`config.mk`:
```
export PLATFORM = sky130hd
export DESIGN_NAME = serial_add_unit
export DESIGN_NICKNAME = d
export VERILOG_FILES = /design/src/rtl/serial_add_unit.sv
export SDC_FILE = /design/constraint.sdc
export NUM_CORES = 1
export LEC_CHECK = 0
export ABC_CLOCK_PERIOD_IN_PS = 5100
export CAP_MARGIN = 30
export CORE_UTILIZATION = 25
export DETAILED_ROUTE_END_ITERATION = 8
export PLACE_DENSITY = 0.49
export SLEW_MARGIN = 10
export SYNTH_ARGS = -nofsm -noshare
export SYNTH_HDL_FRONTEND = slang
export SYNTH_SLANG_ARGS = --single-unit
export TNS_END_PERCENT = 100
```
`constraint.sdc`:
```
create_clock -name CLK -period 5.1 [get_ports CLK]
set_clock_uncertainty 0.15 [all_clocks]
set_input_delay 1.02 -clock CLK [delete_from_list [all_inputs] [get_ports CLK]]
set_output_delay 1.02 -clock CLK [all_outputs]
set_load 0.1 [all_outputs]
```
`src/rtl/serial_add_unit.sv`:
```
// Bit-serial adder/subtractor: streams two operands LSB-first through a single
// full adder, feeding the carry back through a flop, one bit per clock.

module full_adder (
  input  logic a,
  input  logic b,
  input  logic ci,
  output logic sum_c,
  output logic co_c
);

  assign sum_c = a ^ b ^ ci;
  assign co_c  = (a & b) | (ci & (a ^ b));

endmodule

module serial_add_unit #(
  parameter int unsigned DATA_WIDTH = 32
) (
  input  logic                  CLK,
  input  logic                  RST,
  input  logic                  START,
  input  logic                  OP_SUB,
  input  logic [DATA_WIDTH-1:0] A,
  input  logic [DATA_WIDTH-1:0] B,
  output logic                  BUSY,
  output logic                  DONE,
  output logic [DATA_WIDTH-1:0] Y,
  output logic                  CO,
  output logic                  OVF
);

  localparam int unsigned CNT_W = (DATA_WIDTH > 1) ? $clog2(DATA_WIDTH) : 1;

  typedef enum logic [1:0] {
    IDLE   = 2'd0,
    RUN    = 2'd1,
    FINISH = 2'd2
  } state_t;

  state_t                state, state_nxt;
  logic [DATA_WIDTH-1:0] a_sr, a_sr_nxt;
  logic [DATA_WIDTH-1:0] b_sr, b_sr_nxt;
  logic [DATA_WIDTH-1:0] y_sr, y_sr_nxt;
  logic                  carry, carry_nxt;
  logic [CNT_W-1:0]      cnt, cnt_nxt;
  logic                  busy_nxt, done_nxt, co_nxt, ovf_nxt;
  logic [DATA_WIDTH-1:0] y_nxt;

  logic fa_sum_c;
  logic fa_co_c;
  logic last_bit_c;

  full_adder u_full_adder (
    .a     (a_sr[0]),
    .b     (b_sr[0]),
    .ci    (carry),
    .sum_c (fa_sum_c),
    .co_c  (fa_co_c)
  );

  assign last_bit_c = (cnt == CNT_W'(DATA_WIDTH - 1));

  // State and datapath registers
  always_ff @(posedge CLK or posedge RST) begin
    if (RST) begin
      state <= IDLE;
      a_sr  <= '0;
      b_sr  <= '0;
      y_sr  <= '0;
      carry <= 1'b0;
      cnt   <= '0;
      BUSY  <= 1'b0;
      DONE  <= 1'b0;
      Y     <= '0;
      CO    <= 1'b0;
      OVF   <= 1'b0;
    end else begin
      state <= state_nxt;
      a_sr  <= a_sr_nxt;
      b_sr  <= b_sr_nxt;
      y_sr  <= y_sr_nxt;
      carry <= carry_nxt;
      cnt   <= cnt_nxt;
      BUSY  <= busy_nxt;
      DONE  <= done_nxt;
      Y     <= y_nxt;
      CO    <= co_nxt;
      OVF   <= ovf_nxt;
    end
  end

  // Next-state and next-output logic
  always_comb begin
    state_nxt = state;
    a_sr_nxt  = a_sr;
    b_sr_nxt  = b_sr;
    y_sr_nxt  = y_sr;
    carry_nxt = carry;
    cnt_nxt   = cnt;
    busy_nxt  = 1'b0;
    done_nxt  = 1'b0;
    y_nxt     = Y;
    co_nxt    = CO;
    ovf_nxt   = OVF;

    case (state)
      IDLE, FINISH: begin
        state_nxt = IDLE;
        if (START) begin
          // Subtraction is A + ~B + 1, the +1 entering as the initial carry
          a_sr_nxt  = A;
          b_sr_nxt  = OP_SUB ? ~B : B;
          carry_nxt = OP_SUB;
          cnt_nxt   = '0;
          busy_nxt  = 1'b1;
          state_nxt = RUN;
        end
      end
      RUN: begin
        a_sr_nxt  = {1'b0, a_sr[DATA_WIDTH-1:1]};
        b_sr_nxt  = {1'b0, b_sr[DATA_WIDTH-1:1]};
        y_sr_nxt  = {fa_sum_c, y_sr[DATA_WIDTH-1:1]};
        carry_nxt = fa_co_c;
        cnt_nxt   = cnt + CNT_W'(1);
        busy_nxt  = 1'b1;
        if (last_bit_c) begin
          // Carry into the MSB differs from carry out => signed overflow
          y_nxt     = {fa_sum_c, y_sr[DATA_WIDTH-1:1]};
          co_nxt    = fa_co_c;
          ovf_nxt   = carry ^ fa_co_c;
          cnt_nxt   = cnt;
          busy_nxt  = 1'b0;
          done_nxt  = 1'b1;
          state_nxt = FINISH;
        end
      end
      default: begin
        state_nxt = IDLE;
      end
    endcase
  end

endmodule

```
==> metrics <==
Max-slew headroom=29.6%; Resized cells post-CTS=0; Worst Path Max Fanout=2; post-CTS setup buffers=0; CP delay by family, top=buffers and inverters; Crit-path slowest cell=clkdlybuf4s50_1; Bufs on Longest Clock Path=2; Critical Path, Cell by Cell=clkdlybuf4s50_1; RSZ-0062 raised after global routing=false; die height=155 um; Worst-Margin Slew=1.05 ns; starting density of the core=25.7%; antenna violations before repair=0; DR pass1 iterations=4; Syn. warnings=0; die area=24,100 um2; Remaining DRCs=0; total grt overflow=0; vias in the first global route=3,951; CP startpoint kind=flip-flop; Tmin final=3.11 ns; drt total wl=12,100 um; Initial DRC Count=119; Mapped Area=5870 um2; top post-synthesis cells by area=dfrtp_1 (59%), mux2_1 (11%), a221o_1 (5.3%); Min-Delay Path Class=reg2reg; htree depth=4; critical path class=reg2out; Clk Latency, worst-skew pair=0.41 ns; largest net degree at the start of global routing=82; Synth Flop Type=dfrtp_1; period utilization=60.9%; Worst EP arrival=1.94 ns; Top Ports=104; synth unique cells=30; final hold violations=0; post-synthesis net count=502; post-DP HPWL=7960 um; Die X=155 um; Crit. End Element=output pin; # setup viols final=0; fillers=2,253; drt wl/cell=14.2 um; core area=22,800 um2; Max Clk Rate=322 MHz; cell accounting for the most synthesized area=dfrtp_1; ant diodes=0; post-synthesis cell count=431; vias=3,730; clk sinks=139; worst path required time=3.93 ns; Post-synth top cells=dfrtp_1 (139), mux2_1 (55), a22o_1 (34), a21o_1 (32), xnor2_1 (32); total track usage=11.0%; fin cells=854; Avg Synthesized Cell Area=13.6 um2; async set or reset register ratio after synthesis=100%; Routed Antenna Nets=0; Synth top area share=59.2%; max incr delay on CP=1.18 ns; area delta synth->final=32.5%; post-route setup TNS=0 ns; fin. max-slew vios=0; first-pass GRT wire length=20,400 um; Cells after DPL=820; Post-synth EDFFs=0; Rows=55; buffers and inverters on the worst path=1; GP Congestion=0.731; Hold Buf Count CTS=0; leakage dissipation=3.57 nW; PD cells=655 nW/um2; status=finished clean; CTS clock-pin slew for the worst setup and hold paths=0.06 ns; number of I/O port buffers=103; sequential-to-total area share from yosys stat=59.2%; number of max-cap violations=0; Layout Nets=599; Seq cells post-synth=139; clk root buf=clkbuf_16; hold_ws=0.325 ns; layout cells sized above 1=10.4%; TritonCTS clock tree=yes; Worst VDD drop=0.259 mV; CTS Buf Count=17; routed vias/inst=4.37; most frequent cell after synthesis=dfrtp_1
## layout make-up
cell class                      count  area (um2)  share of cell area [%]
Clock buffer                       18         439                    5.64
Tap cell                          313         392                    5.03
Timing Repair Buffer              113        1150                    14.8
Clock inverter                     14         119                    1.53
Multi-Input combinational cell    254        2180                    28.1
Sequential cell                   139        3480                    44.7
Inverter                            3        16.3                   0.209
## where the power goes
part | total (mW) | switching, mW | internal [mW]
registers | 1.89 | 0.292 | 1.60
clock network | 1.15 | 0.473 | 0.682
logic | 2.05 | 1.24 | 0.816
total | 5.10 | 2.00 | 3.10
## layer usage
layer | vias up | GRT usage, % | wire (um)
li1 | 1753 | - | -
met1 | 1877 | 14.8 | 5920
met2 | 85 | 16.8 | 5600
met3 | 15 | 2.95 | 425
met4 | 0 | 4.58 | 170
met5 | - | 0 | 0
## registers in the layout (all words and copies together), names as in the netlist
register,flops
CO,1
b_sr,32
cnt,5
DONE,1
state,2
a_sr,32
y_sr,31
BUSY,1
OVF,1
carry,1
Y,32
## cells by family after synthesis
kind of cell	count (synthesis)	synth area share, %
XOR/XNOR	33	4.92
buffers and inverters	38	3.81
adder cells (fa/ha/maj)	3	0.767
flip-flops	139	59.2
AO/OA/AOI/OAI	99	14.6
multiplexers	66	12.6
AND/OR/NAND/NOR	53	4.05
## metrics by stage
step,area [um2],power [mW],worst slack [ns],util (%)
after global placement,7150,3.89,1.66,31.3
after CTS,7730,5.15,1.95,33.8
final,7780,5.10,1.99,34.1
after detailed placement,7180,3.97,1.62,31.4
after global routing,7780,5.42,1.92,34.1
after floorplan,5870,3.47,0.205,-
## path summary, 6_finish.rpt
kind / startpoint / depth (start not counted) / to / slack, ns
max: Y[31]$_DFFE_PP0P_ / 1 / Y[31] / 1.99
min: a_sr[10]$_DFFE_PP0P_ / 1 / a_sr[10]$_DFFE_PP0P_ / 0.33
max in group asynchronous: RST / 3 / y_sr[13]$_DFFE_PP0P_ / 2.89
min reg2reg: a_sr[10]$_DFFE_PP0P_ / 1 / a_sr[10]$_DFFE_PP0P_ / 0.33
min in group asynchronous: RST / 2 / y_sr[4]$_DFFE_PP0P_ / 0.96
max reg2reg: state[0]$_DFFE_PP0P_ / 4 / y_sr[22]$_DFFE_PP0P_ / 2.76
## cell usage in the layout (no fill, tap or decap), drive strengths merged, types with 2 or more instances in the layout
master,count
clkbuf,18
nor2,32
nand3,3
o21ai,2
nand2,10
mux2i,2
clkinv,5
buf,11
a221o,31
dfrtp,139
clkinvlp,5
inv,6
a22o,34
mux2,64
xnor2,32
a21o,32
clkdlybuf4s50,102
ha,2
nor2b,2
Note: power is estimated with default switching activity, not from simulation.
